[config.mk]
export PLATFORM = sky130hd
export DESIGN_NAME = uart_frame_tx
export DESIGN_NICKNAME = d
export VERILOG_FILES = /design/src/rtl/uart_frame_tx.sv
export SDC_FILE = /design/constraint.sdc
export NUM_CORES = 1
export LEC_CHECK = 0
export CORE_UTILIZATION = 52
export CTS_CLUSTER_DIAMETER = 30
export DETAILED_ROUTE_END_ITERATION = 16
export PLACE_DENSITY = 0.8
export SLEW_MARGIN = 25
export SYNTH_ARGS = -nofsm -noshare
export SYNTH_HDL_FRONTEND = slang
export SYNTH_SLANG_ARGS = --single-unit
[constraint.sdc]
create_clock -name clk -period 3.1 [get_ports clk]
set_clock_uncertainty 0.1 [all_clocks]
set_input_delay 0.465 -clock clk [delete_from_list [all_inputs] [get_ports clk]]
set_output_delay 0.465 -clock clk [all_outputs]
set_load 0.005 [all_outputs]
[src/rtl/uart_frame_tx.sv]
// uart_frame_tx: serializes one BYTES-wide frame as consecutive 8N1 UART characters,
// byte 0 first, each character LSB first, CLKS_PER_BIT clocks per bit.
module uart_frame_tx #(
    parameter int unsigned CLKS_PER_BIT = 434,
    parameter int unsigned BYTES        = 8
) (
    input  logic                 clk,
    input  logic                 reset,
    input  logic [8*BYTES-1:0]   frame_data,
    input  logic                 frame_valid,
    output logic                 frame_ready,
    output logic                 uart_tx,
    output logic                 busy,
    output logic                 tx_done
);

    localparam int unsigned FRAME_W = 8 * BYTES;
    localparam int unsigned CNT_W   = (CLKS_PER_BIT > 1) ? $clog2(CLKS_PER_BIT) : 1;
    localparam int unsigned BYTE_W  = (BYTES > 1) ? $clog2(BYTES) : 1;

    localparam logic [CNT_W-1:0]  CNT_LAST  = CNT_W'(CLKS_PER_BIT - 1);
    localparam logic [BYTE_W-1:0] BYTE_LAST = BYTE_W'(BYTES - 1);

    typedef enum logic [1:0] {
        IDLE  = 2'd0,
        START = 2'd1,
        DATA  = 2'd2,
        STOP  = 2'd3
    } state_t;

    state_t              state, state_nxt;
    logic [CNT_W-1:0]    baud_cnt, baud_cnt_nxt;
    logic [2:0]          bit_idx, bit_idx_nxt;
    logic [BYTE_W-1:0]   byte_idx, byte_idx_nxt;
    logic [FRAME_W-1:0]  shreg, shreg_nxt;
    logic                uart_tx_nxt;
    logic                busy_nxt;
    logic                tx_done_nxt;
    logic                bit_end;

    // Ready is a direct decode of the idle state so a frame can be taken in the tx_done cycle
    assign frame_ready = (state == IDLE);
    assign bit_end     = (baud_cnt == CNT_LAST);

    // State, datapath and registered line outputs
    always_ff @(posedge clk) begin
        if (reset) begin
            state    <= IDLE;
            baud_cnt <= '0;
            bit_idx  <= '0;
            byte_idx <= '0;
            shreg    <= '0;
            uart_tx  <= 1'b1;
            busy     <= 1'b0;
            tx_done  <= 1'b0;
        end else begin
            state    <= state_nxt;
            baud_cnt <= baud_cnt_nxt;
            bit_idx  <= bit_idx_nxt;
            byte_idx <= byte_idx_nxt;
            shreg    <= shreg_nxt;
            uart_tx  <= uart_tx_nxt;
            busy     <= busy_nxt;
            tx_done  <= tx_done_nxt;
        end
    end

    // Next-state, counters, and the line level for the upcoming cycle
    always_comb begin
        state_nxt    = state;
        baud_cnt_nxt = baud_cnt;
        bit_idx_nxt  = bit_idx;
        byte_idx_nxt = byte_idx;
        shreg_nxt    = shreg;
        tx_done_nxt  = 1'b0;
        uart_tx_nxt  = 1'b1;
        busy_nxt     = 1'b0;

        case (state)
            IDLE: begin
                baud_cnt_nxt = '0;
                bit_idx_nxt  = '0;
                byte_idx_nxt = '0;
                if (frame_valid) begin
                    shreg_nxt = frame_data;
                    state_nxt = START;
                end
            end
            START: begin
                if (bit_end) begin
                    baud_cnt_nxt = '0;
                    bit_idx_nxt  = '0;
                    state_nxt    = DATA;
                end else begin
                    baud_cnt_nxt = baud_cnt + CNT_W'(1);
                end
            end
            DATA: begin
                if (bit_end) begin
                    baud_cnt_nxt = '0;
                    if (bit_idx == 3'd7) begin
                        bit_idx_nxt = '0;
                        state_nxt   = STOP;
                    end else begin
                        bit_idx_nxt = bit_idx + 3'd1;
                    end
                end else begin
                    baud_cnt_nxt = baud_cnt + CNT_W'(1);
                end
            end
            STOP: begin
                if (bit_end) begin
                    baud_cnt_nxt = '0;
                    bit_idx_nxt  = '0;
                    if (byte_idx == BYTE_LAST) begin
                        byte_idx_nxt = '0;
                        tx_done_nxt  = 1'b1;
                        state_nxt    = IDLE;
                    end else begin
                        byte_idx_nxt = byte_idx + BYTE_W'(1);
                        shreg_nxt    = shreg >> 8;
                        state_nxt    = START;
                    end
                end else begin
                    baud_cnt_nxt = baud_cnt + CNT_W'(1);
                end
            end
            default: begin
                state_nxt = IDLE;
            end
        endcase

        // Line level follows the state being entered so uart_tx stays a plain register
        case (state_nxt)
            START:   uart_tx_nxt = 1'b0;
            DATA:    uart_tx_nxt = shreg_nxt[bit_idx_nxt];
            default: uart_tx_nxt = 1'b1;
        endcase

        busy_nxt = (state_nxt != IDLE);
    end

endmodule

# Yosys cells after proc, flatten, opt, wreduce, memory -nomap -nowiden
# Index checks and enable logic that the tools add are counted.
[word_totals]
register_bits = 84
output_inout_bits = 4
[op_classes]
n_addsub = 3
order_cmp = 1
n_eq_ne = 11
n_mux = 24
n_bitwise = 2
reduce_logical = 8
[op_table]
columns = ["op", "n"]
rows = [
  ["two-way mux 64 bit", 3],
  ["case mux 64 bit (2 select lines)", 1],
  ["case mux 9 bit (2 select lines)", 1],
  ["two-way mux 3 bit", 5],
  ["two-way mux 2 bit", 5],
  ["adder 9 x 1 -> 9 bit (second input constant)", 1],
  ["equality test 9 bit (second input constant)", 1],
  ["two-way mux 9 bit", 1],
  ["case mux 3 bit (3 select lines)", 1],
  ["case mux 2 bit (4 select lines)", 1],
  ["less-than comparator 3 x 7 -> 1 bit (second input constant)", 1],
  ["adder 3 x 1 -> 3 bit (second input constant)", 2],
  ["equality test 2 bit (second input constant)", 3],
  ["equality test 3 bit (second input constant)", 2],
  ["inequality test 2 bit (second input constant)", 3],
  ["case mux 3 bit (2 select lines)", 1],
  ["OR reduction 3 bit", 2],
  ["equality test 2 x 1 -> 1 bit (second input constant)", 2],
  ["AND reduction 4 bit", 1],
  ["nonzero test 2 bit", 2],
  ["binary-select mux 1 bit (select 3 bit)", 1],
  ["two-way mux 1 bit", 3],
  ["zero test 2 bit", 1],
  ["inverter 1 bit", 2],
  ["3 further kinds", 3],
]

# Longest topological paths before layout
[depth]
depth_word = 7
ltp_mapped = 9

# Least setup slack after synthesis
# No wires, ideal clock.
[synth_timing]
path_type = "register to register"
startpoint = "register byte_idx[0]"
endpoint = "register uart_tx"
t_arrival_ns = 2.286
t_required_ns = 2.868
slack_ns = 0.581
stages_incl_launch_ff = 10
n_path_buf = 0
period_less_slack_ns = 2.519
path_cell_list = "dfxtp_1 > ha_1 > ha_1 > inv_1 > nand3_2 > a211o_4 > a222oi_1 > mux2i_1 > a2111oi_2 > a32oi_1"
[synth_between]
elab_chain_len = 7
word_cells_on_any_way = 12
[synth_lines]
columns = ["item", "line", "rtl"]
rows = [
  ["from (decl)", "34", "logic [BYTE_W-1:0] byte_idx, byte_idx_nxt;"],
  ["from (signal assigned)", "60", "byte_idx <= byte_idx_nxt;"],
  ["equality test 3 bit (*)", "115", "if (byte_idx == BYTE_LAST) begin"],
  ["two-way mux 64 bit", "115", ""],
  ["two-way mux 64 bit", "112", "if (bit_end) begin"],
  ["case mux 64 bit (2 select lines)", "79", "case (state)"],
  ["binary-select mux 1 bit (select 3 bit)", "136", "DATA: uart_tx_nxt = shreg_nxt[bit_idx_nxt];"],
  ["two-way mux 1 bit (not written as such)", "136", ""],
  ["case mux 1 bit (2 select lines) (*)", "134", "case (state_nxt)"],
  ["to (signal assigned)", "62", "uart_tx <= uart_tx_nxt;"],
  ["to (decl)", "12", "output logic uart_tx,"],
]
# Mark *: on every way between the ends. The rest lies on a longest branch, timed or not. The select of a mux whose other input is x is not followed.
# A chain may end at the register's enable or synchronous reset.

# Final worst setup path
# Ends and elaborated chain as after synthesis.

==> out/qor.csv <==
stage,metric,value,unit
global_routing,grt_overflow,0,
synthesis,avgSynthCellArea,8.776,sq um
power,p_leak,1.702,nW
global_routing,gr-usage-met2,0.4380,
routing,firstDrtPassIters,6,
layout,area.growth.synth_to_final,25.78,%
global_routing,first_global_vias,3321,
global_routing,grt_max_degree,57,
cts,post_cts_resize_count,0,
timing,finalSetupViolCount,0,
critical_path,r2r_start,byte_idx[0],
synthesis,synth_top_area_share,0.4541,
routing,drt_iter0_markers,256,
floorplan,die-width,86.40,um
hold_path,min_path_type,reg -> reg,
run,max_cap_viol_count,0,
floorplan,die_area,7464,sq um
power,pwr-share-clk,0.238,
hold_path,holdCritStartpoint,shreg[59],
critical_path,r2r-end,uart_tx,
synthesis,synth_top_area_cell,dfxtp_1,
routing,via_per_inst,5.941,
cts,h-tree-depth,3,
floorplan,num_rows,30,
hold_path,hold_end,shreg[59],
power,p_sw,1.047,mW
hold_path,hold_path_depth,2,
power,vdd_drop_max,0.3130,mV
synthesis,synth_area,3704,sq um
timing,hold_violations,0,
synthesis,synth_top_flop_cell,dfxtp_1,
cts,root_buffer,clkbuf_8,
timing,finalSetupTns,0,ns
outcome,status,"complete, no violations",
global_routing,grtUsageTotal,0.2608,
power,total_power,3.077,mW
global_routing,top_usage_layer,met2,
power,intPower,2.031,mW
global_routing,met1_usage,0.3185,
routing,vias,3428,
critical_path,r2r_cells,9,
critical_path,start_kind,flop,
place,port-buffer-count,70,
power,seq_power_share,0.450,
timing,post-route-min-period,2.804,ns
timing,finalCritPeriodShare,0.9045,
timing,slew_violations,0,
power,p_sw_frac,0.3401,
layout,stdcell_area,4658,sq um
layout,fill_cells,563,
critical_path,cp_max_fo,8,
floorplan,fp.coreArea,6832,sq um
synthesis,synth_edf_count,0,
layout,layout-drive-gt1-share,0.07069,
timing,fmax,356.6,MHz
place,dpl.hpwl,6097,um
cts,cts-hold-fix-buffers,0,
cts,clk_pin_slew_worst_paths,0.08,ns
critical_path,cp.arrival,2.93,ns
routing,drc_errors,0,
layout,final_cell_mix,"dfxtp_1, nor2_1, clkdlybuf4s50_1",
cts,postCtsSetupBuffers,0,
layout,fin_util,0.6819,
synthesis,syn-num-nets,500,
power,p_comb_frac,0.313,
synthesis,synth.distinct_cells,45,
floorplan,die_y,86.40,um
global_routing,antenna_found_initial,0,
layout,final_common_cell,dfxtp_1,
synthesis,synth.area.top_cells,"dfxtp_1, a221oi_1, nor2_1",
floorplan,io_pins,71,
global_routing,met3_usage,0.07429,
synthesis,ys_seq_area_frac,0.4541,
timing,rsz0062_at_grt,no,
cts,cts_tree,yes,
routing,wl_per_cell,15.97,um
critical_path,cp.required,3.23,ns
cts,clk_latency,0.36,ns
synthesis,synthCells,422,
layout,n_antenna_cell,0,
cts,clock_tree.buffer_depth,2,
power,p_per_area,660.6,nW/um^2
global_routing,grt_pass1_wl,15240,um
floorplan,start_util,0.5421,
routing,wl,9212,um
cts,cts_made_buffers,9,
routing,detail-route-antenna-nets,0,
synthesis,synth-seq-cells,84,
layout,nNetsFinal,554,
synthesis,synthArstFlopShare,0,
critical_path,criticalPathCategory,reg -> reg,
timing,slew_headroom,0.4760,
synthesis,synth_warnings,0,
critical_path,reg2reg_slack,0.30,ns
place,finalWeightedCongestion,0.8511,
place,placed_area,4471,sq um
timing,tightest_slew,0.7860,ns
cts,cts_sinks,84,
critical_path,end_kind,flop,
-- power by group through the flow --
stage	clock network (mW)	registers, mW	logic (mW)
floorplan	0	1.37	0.675
global route	0.791	1.40	1.08
detailed placement	0	1.41	0.954
global placement	0	1.40	0.933
finish	0.731	1.38	0.963
CTS	0.743	1.38	0.963
-- how the worst max path moves through the flow --
stage,start,end,slack [ns],cells past startpoint
after floorplan,byte_idx[0],uart_tx,0.58,9
after CTS,byte_idx[0],uart_tx,0.32,9
after global routing,byte_idx[0],uart_tx,0.12,9
after detailed placement,frame_valid,uart_tx,0.24,7
final,byte_idx[0],uart_tx,0.30,9
after global placement,frame_valid,uart_tx,0.35,7
-- metrics by stage --
| step | worst slack, ns | hold slack, ns | instances |
|---|---|---|---|
| after global placement | 0.3464 | 0.3423 | 561 |
| final | 0.2960 | 0.3593 | 577 |
| after detailed placement | 0.2357 | 0.3462 | 561 |
| after floorplan | 0.5815 | 0.3285 | 422 |
| after global routing | 0.1239 | 0.3752 | 577 |
| after CTS | 0.3233 | 0.3571 | 577 |
-- synth_stat cells, types with 2 or more instances --
cell      instances
a21oi_1          14
a221oi_1         48
a222oi_1          5
a22oi_1           4
a32oi_1           3
and2_1            2
clkbuf_1         33
dfxtp_1          84
ha_1             11
inv_1             6
mux2i_1           6
nand2_1          22
nand3_1          12
nor2_1           79
nor2b_1           2
nor3_1           50
o21ai_0           5
o311a_1           2
o311ai_0          2
o32a_1            2
or3_1             2
xnor2_1           3
xor2_1            3
-- sequential cells by signal, summed over array words and instances (netlist names) --
signal	cells
busy	1
uart_tx	1
shreg	64
byte_idx	3
tx_done	1
baud_cnt	9
bit_idx	3
state	2
-- cell families (layout without fill, tap and decap cells) --
kind of cell / count (synthesis) / after routing / share of synthesized area
adders and majority gates: 11 / 11 / 0.03716
muxes: 8 / 8 / 0.02331
AOI/OAI and AO/OA: 91 / 91 / 0.2010
and+or+nand+nor: 182 / 182 / 0.2297
xor gates and xnor gates: 6 / 6 / 0.01419
buffers and inverters: 40 / 99 / 0.04054
DFF: 84 / 84 / 0.4541
-- cell type report --
class	instances	area, sq um	share of cell area
multi-input cells	298	1886	0.4048
flip-flops and latches	84	1682	0.3610
repair buffers	77	760.7	0.1633
clock buffers	12	155.1	0.03331
well taps	96	120.1	0.02579
clock inverters	4	32.53	0.006984
inverters	6	22.52	0.004835
-- critical path, stage by stage (launching register included) --
cell and delay [ns]:
dfxtp_1 0.33, ha_1 0.21, ha_1 0.23, inv_1 0.12
nand3_2 0.16, a211o_4 0.42, a222oi_1 0.42, mux2i_1 0.16
a2111oi_2 0.37, a32oi_1 0.15
-- routing by layer --
layer | up-vias | part of all wire
li1 | 1669 | -
met1 | 1641 | 0.42
met2 | 100 | 0.50
met3 | 18 | 0.063
met4 | 0 | 0.020
met5 | - | 0
No activity file was read; power rests on OpenSTA's default activity.
